**src/rtl/alu_seq_pkg.sv**
```systemverilog
// Shared types and constants for the ALU operation sequencer.
package alu_seq_pkg;

    // Width of the one-hot ALU control bus (one line per legal opcode).
    localparam int unsigned ALU_CTL_W = 13;

    // Opcode encoding; the bit position in alu_ctl equals the opcode value.
    typedef enum logic [3:0] {
        ALU_ADD  = 4'd0,
        ALU_SUB  = 4'd1,
        ALU_MUL  = 4'd2,
        ALU_DIV  = 4'd3,
        ALU_SHR  = 4'd4,
        ALU_SHRA = 4'd5,
        ALU_SHL  = 4'd6,
        ALU_ROR  = 4'd7,
        ALU_ROL  = 4'd8,
        ALU_AND  = 4'd9,
        ALU_OR   = 4'd10,
        ALU_NEG  = 4'd11,
        ALU_NOT  = 4'd12
    } alu_op_e;

    // Highest legal opcode; anything above is illegal.
    localparam alu_op_e ALU_OP_LAST = ALU_NOT;

    typedef enum logic [1:0] {
        IDLE = 2'd0,
        EXEC = 2'd1,
        DONE = 2'd2
    } seq_state_e;

    // Latency class selecting how long the ALU controls are held.
    typedef enum logic [1:0] {
        LAT_SINGLE = 2'd0,
        LAT_MUL    = 2'd1,
        LAT_DIV    = 2'd2
    } lat_class_e;

endpackage : alu_seq_pkg

```
**src/rtl/alu_op_decode.sv**
```systemverilog
// Combinational opcode decoder: one-hot ALU control, illegal flag and latency class.
module alu_op_decode
    import alu_seq_pkg::*;
(
    input  logic [3:0]           op_i,
    output logic [ALU_CTL_W-1:0] ctl_o,
    output logic                 illegal_o,
    output lat_class_e           lat_o
);

    // Decode the opcode; illegal codes produce no control line.
    always_comb begin
        ctl_o     = '0;
        illegal_o = 1'b0;
        lat_o     = LAT_SINGLE;
        if (op_i > 4'(ALU_OP_LAST)) begin
            illegal_o = 1'b1;
        end else begin
            ctl_o = ALU_CTL_W'(1) << op_i;
            if (op_i == 4'(ALU_MUL)) begin
                lat_o = LAT_MUL;
            end else if (op_i == 4'(ALU_DIV)) begin
                lat_o = LAT_DIV;
            end
        end
    end

endmodule : alu_op_decode

```
**src/rtl/alu_op_sequencer.sv**
```systemverilog
// Multi-cycle sequencer driving the shared 32-bit ALU: accepts one request, holds the
// one-hot ALU controls for the op's settle time, captures the 64-bit result and offers it
// on a valid/ready response port. The MUL/DIV combinational paths must be constrained as
// multicycle paths of MUL_WAIT/DIV_WAIT cycles to match the capture point below.
module alu_op_sequencer
    import alu_seq_pkg::*;
#(
    parameter int unsigned MUL_WAIT = 4,
    parameter int unsigned DIV_WAIT = 8
) (
    input  logic                 clock,
    input  logic                 clear,
    input  logic                 req_valid,
    output logic                 req_ready,
    input  logic [3:0]           req_op,
    input  logic [31:0]          req_a,
    input  logic [31:0]          req_b,
    output logic [31:0]          alu_a,
    output logic [31:0]          alu_b,
    output logic [ALU_CTL_W-1:0] alu_ctl,
    input  logic [63:0]          alu_c,
    output logic                 resp_valid,
    input  logic                 resp_ready,
    output logic [31:0]          resp_lo,
    output logic [31:0]          resp_hi,
    output logic                 resp_err,
    output logic                 busy
);

    seq_state_e state_q, state_d;
    logic [7:0]  cnt_q, cnt_d;
    logic [3:0]  op_q, op_d;
    logic [31:0] a_q, a_d;
    logic [31:0] b_q, b_d;
    logic [31:0] lo_q, lo_d;
    logic [31:0] hi_q, hi_d;
    logic        err_q, err_d;

    logic [3:0]           dec_op;
    logic [ALU_CTL_W-1:0] dec_ctl;
    logic                 dec_illegal;
    lat_class_e           dec_lat;

    // One decoder serves both phases: the incoming opcode while idle (for the accept
    // decision) and the latched opcode otherwise (for the control lines).
    assign dec_op = (state_q == IDLE) ? req_op : op_q;

    alu_op_decode u_decode (
        .op_i      (dec_op),
        .ctl_o     (dec_ctl),
        .illegal_o (dec_illegal),
        .lat_o     (dec_lat)
    );

    assign alu_a   = a_q;
    assign alu_b   = b_q;
    assign resp_lo = lo_q;
    assign resp_hi = hi_q;
    assign resp_err = err_q;

    // Next-state and output logic of the sequencer FSM.
    always_comb begin
        state_d    = state_q;
        cnt_d      = cnt_q;
        op_d       = op_q;
        a_d        = a_q;
        b_d        = b_q;
        lo_d       = lo_q;
        hi_d       = hi_q;
        err_d      = err_q;
        req_ready  = 1'b0;
        resp_valid = 1'b0;
        alu_ctl    = '0;
        busy       = 1'b1;

        unique case (state_q)
            IDLE: begin
                req_ready = 1'b1;
                busy      = 1'b0;
                if (req_valid) begin
                    op_d = req_op;
                    a_d  = req_a;
                    b_d  = req_b;
                    if (dec_illegal || (dec_lat == LAT_DIV && req_b == 32'd0)) begin
                        // Error responses skip the ALU entirely.
                        lo_d    = '0;
                        hi_d    = '0;
                        err_d   = 1'b1;
                        cnt_d   = '0;
                        state_d = DONE;
                    end else begin
                        state_d = EXEC;
                        unique case (dec_lat)
                            LAT_MUL: cnt_d = 8'(MUL_WAIT - 1);
                            LAT_DIV: cnt_d = 8'(DIV_WAIT - 1);
                            default: cnt_d = '0;
                        endcase
                    end
                end
            end
            EXEC: begin
                alu_ctl = dec_ctl;
                if (cnt_q == 8'd0) begin
                    {hi_d, lo_d} = alu_c;
                    err_d        = 1'b0;
                    state_d      = DONE;
                end else begin
                    cnt_d = cnt_q - 8'd1;
                end
            end
            DONE: begin
                resp_valid = 1'b1;
                if (resp_ready) begin
                    state_d = IDLE;
                end
            end
            default: begin
                state_d = IDLE;
            end
        endcase
    end

    // State, counter, operand and result registers; clear aborts and zeroes everything.
    always_ff @(posedge clock or posedge clear) begin
        if (clear) begin
            state_q <= IDLE;
            cnt_q   <= '0;
            op_q    <= '0;
            a_q     <= '0;
            b_q     <= '0;
            lo_q    <= '0;
            hi_q    <= '0;
            err_q   <= 1'b0;
        end else begin
            state_q <= state_d;
            cnt_q   <= cnt_d;
            op_q    <= op_d;
            a_q     <= a_d;
            b_q     <= b_d;
            lo_q    <= lo_d;
            hi_q    <= hi_d;
            err_q   <= err_d;
        end
    end

endmodule : alu_op_sequencer

```
**config.mk**
```make
export PLATFORM = sky130hd
export DESIGN_NAME = alu_op_sequencer
export DESIGN_NICKNAME = d
export VERILOG_FILES = /design/src/rtl/alu_seq_pkg.sv /design/src/rtl/alu_op_decode.sv /design/src/rtl/alu_op_sequencer.sv
export SDC_FILE = /design/constraint.sdc
export NUM_CORES = 1
export LEC_CHECK = 0
export ABC_AREA = 0
export ABC_CLOCK_PERIOD_IN_PS = 6400
export CELL_PAD_IN_SITES_DETAIL_PLACEMENT = 1
export CELL_PAD_IN_SITES_GLOBAL_PLACEMENT = 2
export CORE_MARGIN = 2
export CORE_UTILIZATION = 24
export CTS_BUF_LIST = sky130_fd_sc_hd__clkbuf_4 sky130_fd_sc_hd__clkbuf_8 sky130_fd_sc_hd__clkbuf_16
export DETAILED_ROUTE_END_ITERATION = 16
export PLACE_DENSITY_LB_ADDON = 0.1
export SLEW_MARGIN = 20
export SYNTH_ARGS = -nofsm -noshare
export SYNTH_HDL_FRONTEND = slang
export SYNTH_HIERARCHICAL = 1
export SYNTH_SLANG_ARGS = --single-unit
```
**constraint.sdc**
```tcl
create_clock -name clock -period 6.4 [get_ports clock]
set_input_delay 1.92 -clock clock [delete_from_list [all_inputs] [get_ports clock]]
set_output_delay 1.92 -clock clock [all_outputs]
set_load 0.01 [all_outputs]
```
# After elaboration in Yosys (flattened, before gate mapping)
# Index checks and enable logic that the tools add are counted.
# op_classes
addsub	1
mul	0
div_mod_pow	0
magnitude_cmp	1
eq_ne	11
shifts	1
muxes	30
bitwise_logic	0
n_reduce_logical	10
# op_table
operator	count
two-way mux 32 bit	4
one-hot mux 32 bit (2 select lines)	2
zero test 32 bit	1
two-way mux 13 bit	2
two-way mux 8 bit	2
one-hot mux 8 bit (2 select lines)	1
two-way mux 2 bit	7
<< shifter 1 x 4 -> 13 bit (first input constant)	1
== test 4 x 2 -> 1 bit (second input constant)	2
zero test 8 bit	1
inequality test 2 bit (second input constant)	4
subtractor 8 x 1 -> 8 bit (second input constant)	1
two-way mux 1 bit	7
one-hot mux 2 bit (3 select lines)	1
one-hot mux 3 bit (2 select lines)	1
AND reduction 3 bit	2
== test 2 x 1 -> 1 bit (second input constant)	2
== test 2 bit (second input constant)	2
greater-than comparator 4 bit (second input constant)	1
two-way mux 4 bit	1
AND reduction 4 bit	1
two-way mux 3 bit	1
zero test 2 bit	1
inequality test 2 x 1 -> 1 bit (second input constant)	1
5 further kinds	5
# word_totals
ff_bits	143
latchBits	0
ram_bits	0
mem_bits_ro	0
in_bits	136
memories	0

# Logic depth before layout (Yosys ltp)
# Gate-level depths: netlist of run 1.
# depth
ltp_word	12
ltp_mapped	13

# Modules after synthesis
# Netlist of run 1, hierarchy kept.
# by_module_without_submodules
module	n_inst	cells_each	area_each_um2
alu_op_sequencer	1	668	6318.6
alu_op_decode	1	20	244.0

# Worst setup path after synthesis of run 1
# No wires, ideal clock.
# synth_timing
path_kind	input port to output port
startpoint	input req_op[3]
endpoint	output alu_ctl[1]
arrival_time_ns	2.783
required_ns	4.480
slack_ns	1.697
cell_stages	4
n_path_buf	1
path_cell_list	mux2_2 -> buf_6 -> nor4b_2 -> and2_1
# synth_between
elab_chain_len	4
elab_cells_between_ends	5
# synth_rtl
item	line_no	text
from (decl)	alu_op_sequencer.sv:15	input logic [3:0] req_op,
two-way mux 4 bit (*)	alu_op_sequencer.sv:46	assign dec_op = (state_q == IDLE) ? req_op : op_q;
greater-than comparator 4 bit / << shifter 1 x 4 -> 13 bit (equally long branches)	alu_op_decode.sv:16, alu_op_decode.sv:19	
two-way mux 13 bit (*)	alu_op_decode.sv:16	if (op_i > 4'(ALU_OP_LAST)) begin
net dec_ctl[1]	alu_op_sequencer.sv:40	logic [ALU_CTL_W-1:0] dec_ctl;
two-way mux 13 bit (*)	alu_op_sequencer.sv:76	unique case (state_q)
to (decl)	alu_op_sequencer.sv:20	output logic [ALU_CTL_W-1:0] alu_ctl,
# Mark *: on every way through the listed nets, which the timed path passes. The rest lies on a longest branch.

# Worst setup path in the final report of run 1
# layout_timing
startpoint	input req_op[0]
endpoint	output alu_ctl[12]
# layout_between
elab_chain_len	4
elab_cells_between_ends	5
# layout_rtl
item	line_no	text
two-way mux 4 bit (*)	alu_op_sequencer.sv:46	
net dec_op[0]	alu_op_sequencer.sv:39	logic [3:0] dec_op;
greater-than comparator 4 bit / << shifter 1 x 4 -> 13 bit (equally long branches)	alu_op_decode.sv:16, alu_op_decode.sv:19	
two-way mux 13 bit (*)	alu_op_decode.sv:16	
net dec_ctl[12]	alu_op_sequencer.sv:40	
two-way mux 13 bit (*)	alu_op_sequencer.sv:76	
# Marks and branches as above.

==> results of run 1 <==
## final cells by class
| cell class | instances | area (um2) |
|---|---|---|
| Fill cell | 3102 | 16700 |
| Sequential cell | 143 | 3580 |
| Timing Repair Buffer | 288 | 2860 |
| Multi-Input combinational cell | 449 | 2530 |
| Clock buffer | 20 | 460 |
| Tap cell | 341 | 427 |
| Inverter | 50 | 193 |
| Clock inverter | 12 | 124 |
## stage by stage
stage	setup slack, ns	util [%]	power, mW	hold slack [ns]	area, um2
6_report	0.694	37.8	5.16	0.472	10200
5_1_grt	0.588	37.8	5.58	0.504	10200
4_1_cts	0.682	37.8	5.26	0.479	10200
3_5_place_dp	0.704	35.7	4.21	0.462	9590
3_3_place_gp	0.720	35.7	4.18	0.458	9590
2_1_floorplan	0.642	-	2.96	0.442	6560
## sequential cells by signal (all words and copies together) (netlist names)
name	count
resp_err	1
alu_b	32
resp_hi	32
cnt_q	8
state_q	2
resp_lo	32
op_q	4
alu_a	32
## power by group
| part | switching (mW) | internal, mW | total [mW] |
|---|---|---|---|
| registers | 0.295 | 1.34 | 1.64 |
| clock network | 0.441 | 0.571 | 1.01 |
| logic | 1.26 | 1.25 | 2.51 |
| total | 1.99 | 3.16 | 5.16 |
## worst max-delay path: cells and delay by family
| kind | cells | cell delay [ns] |
|---|---|---|
| buf+inv | 2 | 0.99 |
| mux | 1 | 0.42 |
| simple gates | 2 | 0.45 |
## layout by cell type, fill, tap and decap left out, types with 10 or more instances in the layout
| cell | n |
|---|---|
| a22oi_1 | 64 |
| and2_1 | 13 |
| clkbuf_16 | 17 |
| clkdlybuf4s50_1 | 280 |
| dfrtp_1 | 143 |
| inv_1 | 49 |
| nand2_1 | 228 |
| o21ai_0 | 35 |
| o21ai_1 | 20 |
| o21ai_2 | 10 |
## per-layer routing
layer  wire length (um)  vias to the layer above  global-route usage [%]
li1                   -                     2826                       -
met1              10700                     2798                    21.4
met2              10200                      173                    24.8
met3               1440                        9                    4.80
met4                137                        0                    3.12
met5                  0                        -                       0
## worst paths after layout
check | cells past startpoint | start | to
worst max-delay path | 5 | req_op[0] | alu_ctl[12]
worst min-delay path | 2 | alu_b[31] | alu_b[31]
worst max register to register | 8 | state_q[0] | resp_hi[27]
worst min register to register | 2 | alu_b[31] | alu_b[31]
max in group asynchronous | 3 | clear | resp_hi[4]
min in group asynchronous | 2 | clear | resp_lo[22]
## kinds of logic after synthesis
family,Yosys count,synth area share (%)
buf+inv,96,7.25
simple gates,294,21.2
fa+ha+maj,3,0.572
xor+xnor,3,0.400
flops,143,54.5
mux,7,1.22
compound gates,142,14.9
==> metrics.txt, run 1 <==
status complete, no violations; skew final 0.0141 ns; dpl hpwl 15100 um; most area-consuming cells after synthesis dfrtp_1 (55%), nand2_1 (13%), a22oi_1 (7.3%); pwr dens just over 500 nW/um2; Data required, critical path roughly 4.5 ns; n_diodes 0; initial antenna violation count 0; Leak ~4.7 nW; number of DRC markers in iteration 0 262; Hold Buf Count CTS 0; max frequency 0.175 GHz; Max-Cap Viols 0; vias after detailed routing slightly below 6000; RSZ-0062 raised after global routing false; post-route minimum period 5.71 ns; DRC violations left 0; final hold vios 0; Async SR Flop Fraction 100%; drt total wl 22500 um; Rows 60; clk_lat worst skew between 0.4 and 0.5 ns; CTS tree done; EDFF count, synth 0; clk sink count 143; Synth top area share 54.5%; Cells after Synth just under 700; clk buf depth 2; 1st-pass router iterations 6; maximum VDD drop 0.182 mV; Hold Crit Class flip-flop to flip-flop; final cell count without fillers 1303; count leader, synth nand2_1; Die Height ~170 um; Layout area overhead 55.0%; Crit Path Max Fanout 16; Initial Util 24.4%; top cell type by total area after synthesis dfrtp_1; synthesized area 6560 um2; synth cell count leaders nand2_1 (228), dfrtp_1 (143), a22oi_1 (64); CTS buffer count 17; Syn Area/Cell 9.54 um2; Main synth FF type dfrtp_1; Reg clk slew, reported paths 0.07 ns; final setup TNS 0 ns; Root Driver clkbuf_16; Post-CTS Setup Bufs 0; Synth cell types 53; share of layout cells above drive strength 1 approximately 8.3%; largest net degree at the start of global routing 90; die area 28700 um2; fin. max-slew vios 0; Arr. time, crit path 3.79 ns; syn nets 827; CP max stage cell clkdlybuf4s50_1; CP max stage delay 0.57 ns; dpl cells 1271; r2r setup slk 2.60 ns; vias per std cell between 4 and 5; core footprint 26900 um2; headroom to the max-slew limit 31.7%; post-DR wirelength/cell 17.2 um; H-tree levels 4; most frequent CP cell clkdlybuf4s50_1; GR Overflow Total 0; post-route ant nets 0; warnings from Yosys 6; Final setup violation count 0; Worst-Margin Slew 1.02 ns; sequential area share after synthesis 54.5%; post-cts resize count 0; IO Pins 281; final period utilization 89.2%; overall global routing resource usage 15.7%; Die X-Extent approximately 170 um; Yosys reg bits 143; IO Port Bufs 280; Nets 1088; Critical Path, Cell by Cell clkdlybuf4s50_1, mux2_2, and4bb_2, and2_1, clkdlybuf4s50_1; first-pass GRT wire length 35200 um; type of origin of the critical path input pin; critical path class input pin to output port; placer congestion estimate slightly below 0.7; CP Capture Type output port; vias in the first global route around 6100
Note: power is estimated with default switching activity, not from simulation.
==> run 2, diff against run 1 <==
--- a/config.mk
+++ b/config.mk
@@ -6,14 +6,15 @@
 export NUM_CORES = 1
 export LEC_CHECK = 0
 export ABC_AREA = 0
-export ABC_CLOCK_PERIOD_IN_PS = 6400
+export ABC_CLOCK_PERIOD_IN_PS = 5200
 export CELL_PAD_IN_SITES_DETAIL_PLACEMENT = 1
 export CELL_PAD_IN_SITES_GLOBAL_PLACEMENT = 2
 export CORE_MARGIN = 2
-export CORE_UTILIZATION = 24
+export CORE_UTILIZATION = 22
 export CTS_BUF_LIST = sky130_fd_sc_hd__clkbuf_4 sky130_fd_sc_hd__clkbuf_8 sky130_fd_sc_hd__clkbuf_16
 export DETAILED_ROUTE_END_ITERATION = 16
 export PLACE_DENSITY_LB_ADDON = 0.1
+export SKIP_CTS_REPAIR_TIMING = 1
 export SLEW_MARGIN = 20
 export SYNTH_ARGS = -nofsm -noshare
 export SYNTH_HDL_FRONTEND = slang
==> constraint.sdc (replaced) <==
create_clock -name clock -period 5.2 [get_ports clock]
set_input_delay 1.56 -clock clock [delete_from_list [all_inputs] [get_ports clock]]
set_output_delay 1.56 -clock clock [all_outputs]
set_load 0.01 [all_outputs]
==> metrics.txt, run 2 (synthesis gave the netlist of run 1 again) <==
CTS tree done (unchanged); Initial Util 22.3% (was 24.4%); power consumption 6.45 mW (was 5.16 mW); Rows 63 (was 60); r2r endpoint resp_lo[27] (was resp_hi[27]); vias per std cell 4.28 (was 4.46); vias in the first global route 6066 (was 6106); CP Capture Type output port (unchanged); clk_lat worst skew 0.42 ns (about the same); Crit Path Max Fanout 16 (unchanged); RR Startpoint state_q[0] (unchanged); Max-Cap Viols 0 (unchanged); fin. max-slew vios 0 (unchanged); final hold vios 0 (unchanged); Nets 1087 (was 1088); status complete, no violations (unchanged); commonest non-fill, non-tap cell in the layout clkdlybuf4s50_1 (unchanged); Leak 4.70 nW (was 4.67 nW); dpl cells 1319 (was 1271); FF+latch area 3580 um2 (unchanged); Layout area overhead 57.0% (was 55.0%); Worst-Margin Slew 1.04 ns (was 1.02 ns); max frequency 0.201 GHz; Root Driver clkbuf_16 (unchanged); clk buf depth 2 (unchanged); Fillers 3357 (was 3102); WHS Path Cells 2 (unchanged); pwr dens 626 nW/um2 (was 507 nW/um2); Die Height 177 um (was 169 um); first-pass GRT wire length 35600 um (was 35200 um); share of layout cells above drive strength 1 8.23% (was 8.32%); post-route ant nets 0 (unchanged); maximum VDD drop 0.199 mV (was 0.182 mV); type of origin of the critical path input pin (unchanged); post-DR wirelength/cell 16.9 um (was 17.2 um); GR Overflow Total 0 (unchanged); Min-Delay Endpoint alu_a[18] (was alu_b[31]); drt total wl 22900 um (was 22500 um); Reg clk slew, reported paths 0.07 ns (about the same); post-route minimum period 4.98 ns; Hold Worst Slack 0.473 ns (was 0.472 ns); critical path class input pin to output port (unchanged); final setup TNS 0 ns (unchanged); largest net degree at the start of global routing 144 (was 90); Arr. time, crit path 3.42 ns (was 3.79 ns); most frequent cells in the layout clkdlybuf4s50_1 (280), nand2_1 (228), dfrtp_1 (143) (unchanged); core footprint 29500 um2 (was 26900 um2); H-tree levels 4 (unchanged); clk sink count 143 (unchanged); Hold Crit Class flip-flop to flip-flop (unchanged); initial antenna violation count 0 (unchanged); RSZ-0062 raised after global routing false (unchanged); hold_sp alu_a[18] (was alu_b[31]); final cell count without fillers 1350 (was 1303); Die X-Extent 177 um (was 169 um); headroom to the max-slew limit 30.4% (was 31.7%); crit path from req_op[3] (was req_op[0]); Multi-input gate area 2530 um2 (about the same); placer congestion estimate 0.719 (was 0.680); Final Util 34.9% (was 37.8%); reg2reg path depth 9 (was 8); dpl hpwl 14800 um (was 15100 um); final period utilization 95.7%; vias after detailed routing 5778 (was 5806); number of DRC markers in iteration 0 271 (was 262); IO Pins 281 (unchanged); Data required, critical path 3.64 ns (was 4.48 ns); IO Port Bufs 280 (unchanged); overall global routing resource usage 14.6% (was 15.7%); CTS buffer count 17 (unchanged); 1st-pass router iterations 4 (was 6); skew final 0.0139 ns (was 0.0141 ns); r2r setup slk 1.76 ns (was 2.60 ns); die area 31200 um2 (was 28700 um2); DRC violations left 0 (unchanged); Final setup violation count 0 (unchanged); n_diodes 0 (unchanged)
[run 2: final cells by class]
class                   instances  area share (%)
flip-flops and latches        143            34.7
repair buffers                287            28.1
multi-input cells             449            24.5
well taps                     390            4.74
clock buffers                  18            4.20
inverters                      50            1.86
clock inverters                13            1.83
[run 2: critical path: stages]
cell and delay (ns):
clkdlybuf4s50_1 0.43, mux2_2 0.43, and4bb_2 0.33, and2_1 0.12, clkdlybuf4s50_1 0.55
[run 2: worst max path at each step]
stage | endpoint | slack, ns | depth (start not counted)
global placement | alu_ctl[5] | 0.24 | 5
CTS | alu_ctl[0] | 0.21 | 5
detailed placement | alu_ctl[0] | 0.22 | 5
global route | alu_ctl[2] | 0.13 | 5
finish | alu_ctl[6] | 0.22 | 5
floorplan | alu_ctl[1] | 1.22 | 4
[run 2: metrics by stage]
step	cell area, um2	worst slack, ns
floorplan	6570	1.22
global placement	9680	0.242
detailed placement	9680	0.222
CTS	10300	0.214
global route	10300	0.134
finish	10300	0.221
[run 2: metal layers]
metal	vias up	GRT usage (%)	wire length, um
met5	-	0	0
met1	2785	19.8	10800
met2	166	22.9	10400
met4	0	3.48	244
met3	11	4.47	1440
li1	2816	-	-
[run 2: power breakdown]
group	switching [mW]	total (mW)	internal, mW
clock network	0.524	1.34	0.811
logic	1.54	3.10	1.56
registers	0.362	2.02	1.65
==> run 3, diff against run 2 <==
--- a/config.mk
+++ b/config.mk
@@ -7,6 +7,7 @@
 export LEC_CHECK = 0
 export ABC_AREA = 0
 export ABC_CLOCK_PERIOD_IN_PS = 5200
+export CAP_MARGIN = 10
 export CELL_PAD_IN_SITES_DETAIL_PLACEMENT = 1
 export CELL_PAD_IN_SITES_GLOBAL_PLACEMENT = 2
 export CORE_MARGIN = 2
@@ -14,6 +15,7 @@
 export CTS_BUF_LIST = sky130_fd_sc_hd__clkbuf_4 sky130_fd_sc_hd__clkbuf_8 sky130_fd_sc_hd__clkbuf_16
 export DETAILED_ROUTE_END_ITERATION = 16
 export PLACE_DENSITY_LB_ADDON = 0.1
+export REMOVE_ABC_BUFFERS = 1
 export SKIP_CTS_REPAIR_TIMING = 1
 export SLEW_MARGIN = 20
 export SYNTH_ARGS = -nofsm -noshare
==> metrics.txt, run 3 (synthesis gave the netlist of run 1 again) <==
Layout area overhead 56.8% (was 57.0%); Data required, critical path 3.64 ns (about the same); IO Pins 281 (unchanged); core footprint 29500 um2 (unchanged); post-route minimum period 4.95 ns (was 4.98 ns); initial antenna violation count 2 (was 0); Min-Delay Endpoint op_q[1] (was alu_a[18]); critical path class input pin to output port (unchanged); pwr dens 620 nW/um2 (was 626 nW/um2); H-tree levels 4 (unchanged); final cell count without fillers 1353 (was 1350); Arr. time, crit path 3.39 ns (was 3.42 ns); Hold Crit Class flip-flop to flip-flop (unchanged); clk buf depth 2 (unchanged); r2r endpoint resp_hi[17] (was resp_lo[27]); CP Capture Type output port (unchanged); r2r setup slk 1.67 ns (was 1.76 ns); CTS tree done (unchanged); placed cell areas 9690 um2 (was 9680 um2); clk sink count 143 (unchanged); number of DRC markers in iteration 0 250 (was 271); Root Driver clkbuf_16 (unchanged); DRC violations left 0 (unchanged); post-DR wirelength/cell 17.0 um (was 16.9 um); GR Overflow Total 0 (unchanged); hold_sp op_q[1] (was alu_a[18]); IO Port Bufs 280 (unchanged); RR Startpoint state_q[0] (unchanged); Leak 4.69 nW (was 4.70 nW); reg2reg path depth 9 (unchanged); final setup TNS 0 ns (unchanged); vias per std cell 4.29 (was 4.28); clk_lat worst skew 0.42 ns (about the same); RSZ-0062 raised after global routing false (unchanged); max frequency 0.202 GHz (was 0.201 GHz); final period utilization 95.1% (was 95.7%); Reg clk slew, reported paths 0.06 ns (was 0.07 ns); Nets 1089 (was 1087); maximum VDD drop 0.286 mV (was 0.199 mV); overall global routing resource usage 14.9% (was 14.6%); Crit Path Max Fanout 16 (unchanged); skew final 0.0176 ns (was 0.0139 ns); CTS buffer count 17 (unchanged); dpl hpwl 15400 um (was 14800 um); Initial Util 22.3% (unchanged); drt total wl 23000 um (was 22900 um); most frequent cells in the layout clkdlybuf4s50_1 (280), nand2_1 (228), dfrtp_1 (143) (unchanged); Fillers 3363 (was 3357); headroom to the max-slew limit 33.8% (was 30.4%); Die Height 177 um (unchanged); largest net degree at the start of global routing 80 (was 144); Max-Cap Viols 0 (unchanged); fin. max-slew vios 0 (unchanged); Die X-Extent 177 um (unchanged); final hold vios 0 (unchanged); share of layout cells above drive strength 1 8.41% (was 8.23%); n_diodes 0 (unchanged); vias after detailed routing 5800 (was 5778); vias in the first global route 6277 (was 6066); Final Util 34.9% (about the same); Finished Cell Area 10300 um2 (about the same); status complete, no violations (unchanged); placer congestion estimate 0.664 (was 0.719); post-route ant nets 0 (unchanged); Rows 63 (unchanged); dpl cells 1320 (was 1319); first-pass GRT wire length 36000 um (was 35600 um); 1st-pass router iterations 4 (unchanged); Final setup violation count 0 (unchanged); WHS Path Cells 2 (unchanged); type of origin of the critical path input pin (unchanged); power consumption 6.37 mW (was 6.45 mW); die area 31200 um2 (unchanged); Worst-Margin Slew 0.993 ns (was 1.04 ns); commonest non-fill, non-tap cell in the layout clkdlybuf4s50_1 (unchanged)
-- run 3: final cells by class --
class / count / area, um2 / share of cell area [%]
inverters: 50 / 193 / 1.87
well taps: 390 / 488 / 4.74
flip-flops and latches: 143 / 3580 / 34.8
clock inverters: 13 / 128 / 1.24
multi-input cells: 449 / 2530 / 24.6
repair buffers: 289 / 2930 / 28.5
clock buffers: 19 / 447 / 4.34
-- run 3: worst max-delay path by stage --
| stage | cells past startpoint | endpoint | startpoint | slack, ns |
|---|---|---|---|---|
| floorplan | 4 | resp_hi[10] | req_valid | -2.86 |
| global placement | 5 | alu_ctl[10] | req_op[0] | 0.25 |
| detailed placement | 5 | alu_ctl[2] | req_op[3] | 0.25 |
| CTS | 5 | alu_ctl[2] | req_op[3] | 0.24 |
| global route | 5 | alu_ctl[1] | req_op[3] | 0.13 |
| finish | 5 | alu_ctl[10] | req_op[0] | 0.25 |
-- run 3: metal layers --
metal  routed length (um)  global-route usage, %  vias to the layer above
li1                     -                      -                     2826
met1                10500                   19.5                     2767
met2                 9770                   22.0                      197
met3                 2590                   7.41                        8
met4                  140                   3.13                        2
met5                   12                      0                        -
-- run 3: critical path, cell delays in order --
cell and delay (ns):
clkdlybuf4s50_1 0.42, mux2_2 0.41, and4bb_2 0.32, and2_1 0.13
clkdlybuf4s50_1 0.54
-- run 3: where the power goes --
group,internal (mW),switching [mW]
Sequential,1.65,0.363
Combinational,1.57,1.56
Clock,0.687,0.540
Total,3.91,2.46
-- run 3: per-stage QoR --
step | hold WS, ns | setup slack [ns]
2_1_floorplan | 0.442 | -2.86
4_1_cts | 0.478 | 0.241
5_1_grt | 0.498 | 0.129
3_3_place_gp | 0.456 | 0.252
6_report | 0.473 | 0.254
3_5_place_dp | 0.462 | 0.249
==> RTL change: new RTL, settings of run 2 <==
Set the package constant `ALU_CTL_W` to 26 (it was 13).
--- a/src/rtl/alu_seq_pkg.sv
+++ b/src/rtl/alu_seq_pkg.sv
@@ -3,5 +3,5 @@
 
     // Width of the one-hot ALU control bus (one line per legal opcode).
-    localparam int unsigned ALU_CTL_W = 13;
+    localparam int unsigned ALU_CTL_W = 26;
 
     // Opcode encoding; the bit position in alu_ctl equals the opcode value.
Ports: changed (resized alu_ctl); port bits go from 281 to 294. No check against the original RTL was run, so the function may have changed too.
==> RTL change against run 2 <==
- first-iteration DRC count decreased by 2.6%
- wire length grew 6.6%
- power increased by 3.7%
- non-clock buffer count increased by 5
- worst setup slack got worse by 0.025 ns
- area after synthesis grew 4.6%
- sequential share of layout area fell by 0.94 points
- global-route usage increased by 0.43 points
- design area up 2.8%
- hold slack is essentially flat
- sequential cell count did not move
- combinational power increased by 8.4%
- critical endpoint is now alu_ctl[2]
- highest routed layer is now met5
==> RTL change: results (changes against run 2) <==
* Highest Clock Rate at 0.200 GHz (-0.51%)
* CP Max Fanout at 16 (unchanged)
* Share of cells above drive strength 1 at 0.0720 (-0.0103)
* Synth Area in Compound Gates at 0.105 (-0.0434)
* GR Util All Layers at 0.151 (+0.00433)
* Arrival time at the worst endpoint at 3.44 ns (+0.02 ns)
* Post-Synth XOR/XNOR Area at 0.00255 (-0.00145)
* Metal2 WL at 10.8 mm (+3.6%)
* Min-delay src: alu_a[3]$_DFFE_PP0P_
* Register-to-register setup slack at 1.69 ns (-0.07 ns)
* CP max stage delay at 0.57 ns (+0.02 ns)
* Via count at 5992 (+3.7%)
* Hold_ws at 0.473 ns (-0.000105 ns)
* Pre-CTS WS at 0.161 ns (-0.0613 ns)
* Top post-synthesis cells by area: dfrtp_1 (52%), nand2_1 (11%), a221o_1 (6.1%)
* # fillers at 3510 (+4.6%)
* Distinct cells, synth at 52 (-1.9%)
* Met1 Use GR at 0.201 (+0.00278)
* Pleak at 4.83 nW (+2.6%)
* Seq/Total Area, Yosys at 0.521 (-0.0240)
* Power Total at 6.69 mW (+3.7%)
* Post-Syn Area per Cell at 9.79 um^2 (+2.7%)
* Initial antenna violation count at 1 (+1)
* Sequential share of power at 0.299 (-0.013)
* Highest Signal Layer: met5
* DRT iter0 DRCs at 264 (-2.6%)
* Worst VDD drop at 234 uV (+17%)
* Worst Setup SP: req_op[0]
* Routed length on met3 at 1.98 mm (+37%)
* Reg2Reg Depth at 10 (+1)
* GR Util met3 at 0.0602 (+0.0156)
* Met1 wire length at 11.3 mm (+5.0%)
* Pin count of the biggest net entering global routing at 96 (-33%)
* Hpwl dp at 16.5 mm (+11%)
* Setup crit end: alu_ctl[2]
* Worst Tran Pin Value at 1.05 ns (+0.00290 ns)
* Global routing usage on met2 at 0.227 (-0.00193)
* RePlAce Congestion at 0.725 (+0.78%)
* Switch share at 0.377 (about the same)
* Cell area after placement at 9970 um^2 (+3.0%)
* Post-synthesis mux area share at 0.0388 (+0.0266)
* Vias in the first global route at 6353 (+4.7%)
* First-pass GRT wire length at 38.7 mm (+8.8%)
* Most frequent cells after synthesis: nand2_1 (206), dfrtp_1 (143), and3_1 (44), a221o_1 (42), nor2_1 (30)
* Run status: finished, final reports clean
* Synth Area in Adders at 0.00547 (-0.000252)
* Nets at 1099 (+1.1%)
* DR WL/cell at 17.8 um (+5.2%)
-- RTL change: changes by cell type after synthesis, moves of 22 or more --
cell / before / now
nand2_1: 228 / 206
a22oi_1: 64 / 0
a221o_1: 0 / 42
nor2_1: 8 / 30
and3_1: 3 / 44
inv_1: 50 / 27
-- RTL change: layout make-up --
cell class | instances | area (um^2) | share of cell area
Multi-Input combinational cell | 479 | 2850 | 0.269
Clock buffer | 18 | 439 | 0.0415
Clock inverter | 13 | 178 | 0.0168
Sequential cell | 143 | 3580 | 0.338
Tap cell | 396 | 495 | 0.0468
Inverter | 27 | 105 | 0.00993
Timing Repair Buffer | 292 | 2940 | 0.278
-- RTL change: tightest hold or removal path, stage by stage, from the launching register on --
cell,delay [ns]
dfrtp_1,0.34
nand2_1,0.05
nand2_1,0.05
